===== src/rtl/toggle_pulse_gen.sv =====
// Push-button conditioner: 2-FF sync, counter debounce, press/hold/repeat FSM.
// Ports: clk, res (sync, active high), btn_in (raw), repeat_en -> t_out, btn_level, held.
module toggle_pulse_gen #(
  parameter int DEBOUNCE_CYCLES = 16,
  parameter int HOLD_CYCLES     = 64,
  parameter int REPEAT_CYCLES   = 16,
  parameter int CNT_W           = 8
) (
  input  logic clk,
  input  logic res,
  input  logic btn_in,
  input  logic repeat_en,
  output logic t_out,
  output logic btn_level,
  output logic held
);

  localparam logic [CNT_W-1:0] DB_LAST   = CNT_W'(DEBOUNCE_CYCLES - 1);
  localparam logic [CNT_W-1:0] HOLD_LAST = CNT_W'(HOLD_CYCLES - 1);
  localparam logic [CNT_W-1:0] REP_LAST  = CNT_W'(REPEAT_CYCLES - 1);
  localparam logic [CNT_W-1:0] ONE       = CNT_W'(1);

  typedef enum logic [1:0] {
    IDLE    = 2'd0,
    PRESSED = 2'd1,
    REPEAT  = 2'd2
  } state_t;

  logic             s1;
  logic             s2;
  logic [CNT_W-1:0] db_cnt;
  logic             commit;
  logic             commit_rise;

  state_t           state;
  state_t           state_nx;
  logic [CNT_W-1:0] hold_cnt;
  logic [CNT_W-1:0] hold_nx;
  logic [CNT_W-1:0] rep_cnt;
  logic [CNT_W-1:0] rep_nx;
  logic             t_nx;

  // A level change is accepted on the DEBOUNCE_CYCLES-th
  // consecutive mismatching cycle.
  assign commit      = (s2 != btn_level) && (db_cnt == DB_LAST);
  assign commit_rise = commit && s2;

  always_ff @(posedge clk) begin
    if (res) begin
      s1        <= 1'b0;
      s2        <= 1'b0;
      btn_level <= 1'b0;
      db_cnt    <= '0;
    end else begin
      s1 <= btn_in;
      s2 <= s1;
      if (s2 == btn_level) begin
        db_cnt <= '0;
      end else if (commit) begin
        btn_level <= s2;
        db_cnt    <= '0;
      end else begin
        db_cnt <= db_cnt + ONE;
      end
    end
  end

  // Release (btn_level low) is tested first so expiry
  // never fires a pulse once the release is visible.
  always_comb begin
    state_nx = state;
    hold_nx  = hold_cnt;
    rep_nx   = rep_cnt;
    t_nx     = 1'b0;
    case (state)
      IDLE: begin
        if (commit_rise) begin
          state_nx = PRESSED;
          t_nx     = 1'b1;
          hold_nx  = '0;
        end
      end
      PRESSED: begin
        if (!btn_level) begin
          state_nx = IDLE;
        end else if (repeat_en) begin
          if (hold_cnt == HOLD_LAST) begin
            state_nx = REPEAT;
            t_nx     = 1'b1;
            rep_nx   = '0;
          end else begin
            hold_nx = hold_cnt + ONE;
          end
        end else begin
          hold_nx = '0;
        end
      end
      REPEAT: begin
        if (!btn_level) begin
          state_nx = IDLE;
        end else if (!repeat_en) begin
          state_nx = PRESSED;
          hold_nx  = '0;
        end else if (rep_cnt == REP_LAST) begin
          t_nx   = 1'b1;
          rep_nx = '0;
        end else begin
          rep_nx = rep_cnt + ONE;
        end
      end
      default: begin
        state_nx = IDLE;
      end
    endcase
  end

  always_ff @(posedge clk) begin
    if (res) begin
      state    <= IDLE;
      hold_cnt <= '0;
      rep_cnt  <= '0;
      t_out    <= 1'b0;
      held     <= 1'b0;
    end else begin
      state    <= state_nx;
      hold_cnt <= hold_nx;
      rep_cnt  <= rep_nx;
      t_out    <= t_nx;
      held     <= (state_nx == REPEAT);
    end
  end

endmodule


===== config.mk =====
export PLATFORM = sky130hd
export DESIGN_NAME = toggle_pulse_gen
export DESIGN_NICKNAME = d
export VERILOG_FILES = /design/src/rtl/toggle_pulse_gen.sv
export SDC_FILE = /design/constraint.sdc
export NUM_CORES = 1
export LEC_CHECK = 0
export CELL_PAD_IN_SITES_DETAIL_PLACEMENT = 1
export CELL_PAD_IN_SITES_GLOBAL_PLACEMENT = 1
export CORE_ASPECT_RATIO = 0.75
export CORE_MARGIN = 5
export CORE_UTILIZATION = 41
export CTS_CLUSTER_DIAMETER = 40
export CTS_CLUSTER_SIZE = 20
export DETAILED_ROUTE_END_ITERATION = 6
export GPL_TIMING_DRIVEN = 0
export PLACE_DENSITY_LB_ADDON = 0.1
export SETUP_SLACK_MARGIN = 0.1
export SYNTH_ARGS = -nofsm -noshare
export SYNTH_HDL_FRONTEND = slang
export SYNTH_SLANG_ARGS = --single-unit

===== constraint.sdc =====
create_clock -name clk -period 2.2 [get_ports clk]
set_input_delay 0.33 -clock clk [delete_from_list [all_inputs] [get_ports clk]]
set_output_delay 0.33 -clock clk [all_outputs]
set_load 0.05 [all_outputs]

==> results of run 1 <==
## state kept, by name, summed over array words and instances (netlist names)
register	count
rep_cnt	8
s1	1
state	2
held	1
t_out	1
hold_cnt	8
s2	1
db_cnt	8
btn_level	1
## layer usage
metal  part of all wire, %  GRT usage, %  vias up
met4                   1.1          4.42        0
met2                    47          30.3       22
met5                     0             0        -
met3                   3.8          4.64        7
met1                    48          21.7      753
li1                      -             -      758
## cells in the mapped netlist (3+ instances only)
cell / number / area [sq um]
dfxtp_1: 31 / 621
nand2_1: 14 / 52.6
nor2_1: 12 / 45.0
nand3_1: 11 / 55.1
inv_1: 9 / 33.8
a21oi_1: 8 / 40.0
ha_1: 8 / 100
a311oi_1: 6 / 52.6
a31oi_1: 6 / 37.5
and3_1: 6 / 37.5
buf_2: 6 / 30.0
nor3_1: 6 / 30.0
clkbuf_1: 5 / 18.8
nand2b_1: 5 / 31.3
xnor2_1: 5 / 43.8
a22oi_1: 4 / 30.0
o21ai_0: 4 / 20.0
o32ai_1: 4 / 35.0
or3_1: 4 / 25.0
a211oi_1: 3 / 22.5
nor2b_1: 3 / 18.8
or2_2: 3 / 18.8
## critical path: cells and delay by family (launching register included)
family | cells | cell delay, ps
fa+ha+maj | 1 | 240
compound gates | 2 | 340
buf+inv | 2 | 280
flops | 1 | 390
simple gates | 2 | 670
## area by class of cell
| class | count | area [sq um] | area share, % |
|---|---|---|---|
| inverters | 9 | 33.8 | 1.75 |
| well taps | 55 | 68.8 | 3.56 |
| plain buffers | 12 | 52.6 | 2.71 |
| clock buffers | 8 | 100 | 5.17 |
| flip-flops and latches | 31 | 622 | 32.1 |
| multi-input cells | 146 | 1020 | 52.6 |
| repair buffers | 4 | 40.0 | 2.07 |
## worst max path at each step
| stage | start | end | slack, ps | cells after the start |
|---|---|---|---|---|
| final | state[0]$_SDFF_PP0_ | hold_cnt[2]$_SDFFE_PP0P_ | 210 | 7 |
| after global routing | state[0]$_SDFF_PP0_ | hold_cnt[2]$_SDFFE_PP0P_ | 50 | 7 |
| after CTS | state[0]$_SDFF_PP0_ | hold_cnt[4]$_SDFFE_PP0P_ | 110 | 7 |
| after detailed placement | state[0]$_SDFF_PP0_ | hold_cnt[4]$_SDFFE_PP0P_ | 120 | 7 |
| after global placement | state[0]$_SDFF_PP0_ | hold_cnt[2]$_SDFFE_PP0P_ | 190 | 7 |
| after floorplan | state[0]$_SDFF_PP0_ | hold_cnt[2]$_SDFFE_PP0P_ | 370 | 7 |
## power by group through the flow
stage | logic (mW) | clock network [mW] | registers [mW]
floorplan | 0.0141 | 0 | 0.577
global placement | 0.0210 | 0 | 0.577
detailed placement | 0.0214 | 0 | 0.577
CTS | 0.0216 | 0.509 | 0.565
global route | 0.0237 | 0.535 | 0.565
finish | 0.0215 | 0.500 | 0.565
## metrics by stage
| step | hold WS, ps | util [%] |
|---|---|---|
| 4_1_cts | 453 | 47.3 |
| 3_3_place_gp | 432 | 44.8 |
| 2_1_floorplan | 414 | - |
| 5_1_grt | 478 | 48.0 |
| 3_5_place_dp | 434 | 44.8 |
| 6_report | 448 | 48.0 |
## logic make-up (layout without fill, tap and decap cells)
family | count (synthesis) | after routing | synth area share, %
AO/OA/AOI/OAI | 51 | 51 | 22.3
XOR/XNOR | 7 | 7 | 3.61
adder cells (fa/ha/maj) | 8 | 8 | 5.90
buffers and inverters | 21 | 33 | 5.08
flip-flops | 31 | 31 | 36.6
AND/OR/NAND/NOR | 80 | 80 | 26.6
## timing repair
action,in CTS,in global routing
setup endpoints to repair,0,9
gates resized for setup,0,7
hold endpoints to repair,0,0
==> results.tsv, run 1 <==
metric	value	unit
Num CTS Buffers	5	
DR vias	1540	
WL final	4530	microns
Final Hold Viols	0	
Mapped Avg Cell Area	8.58	sq um
startpoint types	flop	
maximum clock path buffer count	2	
Post-Syn Area	0.00170	sq mm
dpl cell area	0.00181	sq mm
Clk pwr share	46.0	%
critical path peak fanout	10	
Comb power frac	2.0	%
post-DP HPWL	3330	microns
RSZ-0062 raised after global routing	yes	
EDFF count, synth	0	
FFs w/ async S/R, synth	0	%
PwrDens	561	mW/mm^2
vias in the first global route	1626	
total of max-cap violations	0	
detailed-route DRC error count	0	
min Tclk post-route	1990	ps
filler cell count	483	
placed insts	257	
largest net degree at the start of global routing	11	
Final Power	1.09	mW
fmax	502	MHz
Data arrival, critical path	2200	ps
setup_tns	0	ps
first-pass iteration count of the detailed router	4	
fin. max-slew vios	0	
post-route design area	0.00194	sq mm
clk sinks	31	
most common cell after layout, fill and taps aside	dfxtp_1	
Syn. warnings	0	
Flop pwr share	52.0	%
Die Y	65.7	microns
worst path cell trace	inv_1 -> ha_1 -> buf_2 -> nor4_2 -> a31oi_2 -> or3b_1 -> a221oi_2	
flops & latches, synth	31	
Netlist cell types	47	
final worst setup slack	207	ps
worst path required time	2400	ps
Power Internal	856	uW
Initial Util	42.1	%
Worst Hold Launch	s1$_SDFF_PP0_	
part of the Yosys area used for sequential elements	36.6	%
slowest cell on the critical path	or3b_1	
# rows	20	
Synth-to-Final Area Change	14.0	%
clock latency on the worst-skew pair	290	ps
end of the worst register-to-register path	hold_cnt[2]$_SDFFE_PP0P_	
postcts setup bufs	0	
post-route ant nets	0	
DRT iter0 DRCs	92	
sw frac	21.2	%
CTS tree	done	
cells on worst reg2reg path	7	
Post-Synthesis Cells	198	
hold_buf cts	0	
Tcrit/Tclk final	90.6	%
VDD IR max	0.307	mV
Worst Max-Slew Pin Slew	587	ps
Die Wd	84.3	microns
top_reg_cell synth	dfxtp_1	
FF-to-FF Start	state[0]$_SDFF_PP0_	
clock root cell	clkbuf_8	
Rel. slew slack	60.9	%
Leak	0.635	nW
Worst Hold Path EP	s2$_SDFF_PP0_	
Core Region	0.00403	sq mm
H-tree levels	2	
detailed-route wire length per cell	17.1	microns
clock skew	2.01	ps
Worst-path clk slew	60	ps
die footprint	0.00554	sq mm
Sw Pwr	231	uW
flop2flop setup slack	210	ps
n_diodes	0	
worst setup path category	flop to flop	
PortBufs	4	
outcome	completed	
Final Setup Violations	0	
final non-filler cell total	265	
IO Pins	7	
worst hold stages	1	
Overall Global Routing Usage	17.5	%
dpl ws	123	ps
Crit. End Element	flop	
post-synth net total	210	
share of cells above drive strength 1	13.3	%
routability congestion estimate	0.819	
nets@finish	221	
global route total overflow	0	
Hold WC Path Type	flop to flop	
first-pass GRT wire length	7720	microns
initial antenna violation count	0	
CP peak stage delay	400	ps
Vias/cell	5.81	
commonest cells after routing, fill and taps aside	dfxtp_1, nand2_1, nor2_1, nand3_1, inv_1	
Power figures use the tool's default switching activity.
==> run 2: changes to the inputs <==
--- a/config.mk
+++ b/config.mk
@@ -10,6 +10,7 @@
 export CORE_ASPECT_RATIO = 0.75
 export CORE_MARGIN = 5
 export CORE_UTILIZATION = 41
+export CTS_BUF_LIST = sky130_fd_sc_hd__clkbuf_4
 export CTS_CLUSTER_DIAMETER = 40
 export CTS_CLUSTER_SIZE = 20
 export DETAILED_ROUTE_END_ITERATION = 6
==> run 2 against run 1 <==
Compared with the run above: non-clock buffer count unchanged; sequential power about the same; critical path depth unchanged; sequential share of layout area up 0.94 points; maximum frequency up 0.44%; clock-buffer cell count down 2; power down 16%; core utilization down 1.1 points; via count up 1.0%; combinational power about the same; register-to-register slack about the same; global-route usage up 0.11 points.
==> results.tsv, run 2 (synthesis results as in run 1) <==
metric	value	unit
outcome	completed	
share of cells above drive strength 1	13.3	%
Tcrit/Tclk final	90.2	%
DRT iter0 DRCs	70	
Worst-path clk slew	100	ps
# rows	20	
critical path peak fanout	10	
Leak	0.616	nW
Top Registers	db_cnt: 8 flops, hold_cnt: 8 flops, rep_cnt: 8 flops	
Levels on crit path	7	
Final Setup Violations	0	
post-route design area	0.00189	sq mm
initial antenna violation count	0	
Core Region	0.00403	sq mm
clock skew	6.11	ps
maximum clock path buffer count	2	
PwrDens	485	mW/mm^2
Synth-to-Final Area Change	11.4	%
final core utilization	47.0	%
CTS tree	done	
setup_tns	0	ps
worst hold stages	1	
Rel. slew slack	60.1	%
dpl cell area	0.00181	sq mm
first-pass iteration count of the detailed router	4	
n_diodes	0	
total of max-cap violations	0	
PortBufs	4	
Worst Max-Slew Pin Slew	599	ps
postcts setup bufs	0	
Num CTS Buffers	5	
post-route ant nets	0	
Final Hold Viols	0	
cells on worst reg2reg path	7	
Die Wd	84.3	microns
Initial Util	42.1	%
CP peak stage delay	400	ps
VDD IR max	0.266	mV
largest net degree at the start of global routing	11	
cell family with most CP delay	simple AND/OR/NAND/NOR gates	
Overall Global Routing Usage	17.6	%
detailed-route wire length per cell	17.0	microns
startpoint types	flop	
Final Power	917	uW
CP bufs+invs	2	
min Tclk post-route	1980	ps
slowest cell on the critical path	or3b_1	
Die Y	65.7	microns
most common cell after layout, fill and taps aside	dfxtp_1	
Crit. End Element	flop	
die footprint	0.00554	sq mm
clock latency on the worst-skew pair	340	ps
IO Pins	7	
detailed-route DRC error count	0	
Hold WC Path Type	flop to flop	
clock root cell	clkbuf_4	
routability congestion estimate	0.819	
first-pass GRT wire length	7770	microns
worst setup path category	flop to flop	
worst path required time	2460	ps
vias in the first global route	1636	
WL final	4500	microns
Vias/cell	5.87	
commonest cells after routing, fill and taps aside	dfxtp_1, nand2_1, nor2_1, nand3_1, inv_1	
hold_buf cts	0	
filler cell count	497	
nets@finish	221	
post-DP HPWL	3330	microns
fmax	504	MHz
H-tree levels	2	
worst path cell trace	inv_1 -> ha_1 -> buf_2 -> nor4_2 -> a31oi_2 -> or3b_1 -> a221oi_2	
Data arrival, critical path	2240	ps
global route total overflow	0	
DR vias	1556	
RSZ-0062 raised after global routing	yes	
clk sinks	31	
fin. max-slew vios	0	
## run 2: final timing paths
check | slack, ps | startpoint | endpoint
setup / recovery | 220 | state[0]$_SDFF_PP0_ | hold_cnt[2]$_SDFFE_PP0P_
hold / removal | 450 | s1$_SDFF_PP0_ | s2$_SDFF_PP0_
setup reg to reg | 220 | state[0]$_SDFF_PP0_ | hold_cnt[2]$_SDFFE_PP0P_
hold reg to reg | 450 | s1$_SDFF_PP0_ | s2$_SDFF_PP0_
## run 2: report_power, final
group / switching, mW / total, mW / internal [mW]
combinational: 0.0144 / 0.0217 / 0.00736
clock: 0.202 / 0.333 / 0.131
sequential: 0.00137 / 0.563 / 0.562
## run 2: cell type report
| cell class | count | area (sq um) | share of cell area (%) |
|---|---|---|---|
| flip-flops and latches | 31 | 626 | 33.1 |
| multi-input cells | 146 | 1020 | 53.8 |
| well taps | 55 | 68.8 | 3.64 |
| clock buffers | 6 | 45.0 | 2.38 |
| repair buffers | 4 | 40.0 | 2.12 |
| inverters | 9 | 33.8 | 1.79 |
| plain buffers | 12 | 52.6 | 2.78 |
| clock inverters | 2 | 7.51 | 0.397 |
## run 2: metrics by stage
stage | cells | hold WS (ps) | worst slack, ps
after CTS | 265 | 442 | 102
after floorplan | 198 | 414 | 373
after detailed placement | 257 | 434 | 123
after global routing | 265 | 483 | 68.9
after global placement | 257 | 432 | 185
final | 265 | 454 | 216
## run 2: worst register-to-register path: stages, from the launching register on
cell	delay [ps]
dfxtp_4	390
inv_1	60
ha_1	240
buf_2	200
nor4_2	270
a31oi_2	120
or3b_1	400
a221oi_2	220
## run 2: timing repair
action | 4_1_cts | 5_1_grt
gates resized for setup | 1 | 8
cloned | 0 | 0
endpoints found under the setup margin | 1 | 10
## run 2: layer usage
layer	vias to the layer above	GRT usage, %	part of all wire (%)
li1	756	-	-
met1	772	21.7	47
met2	22	30.5	49
met3	6	4.64	3.2
met4	0	4.82	0.89
met5	-	0	0
==> run 3: changes to the inputs <==
--- a/config.mk
+++ b/config.mk
@@ -16,6 +16,7 @@
 export DETAILED_ROUTE_END_ITERATION = 6
 export GPL_TIMING_DRIVEN = 0
 export PLACE_DENSITY_LB_ADDON = 0.1
+export RECOVER_POWER = 25
 export SETUP_SLACK_MARGIN = 0.1
 export SYNTH_ARGS = -nofsm -noshare
 export SYNTH_HDL_FRONTEND = slang
==> results of run 3 <==
No change in the layout: final DEF, timing and power equal those of run 2.
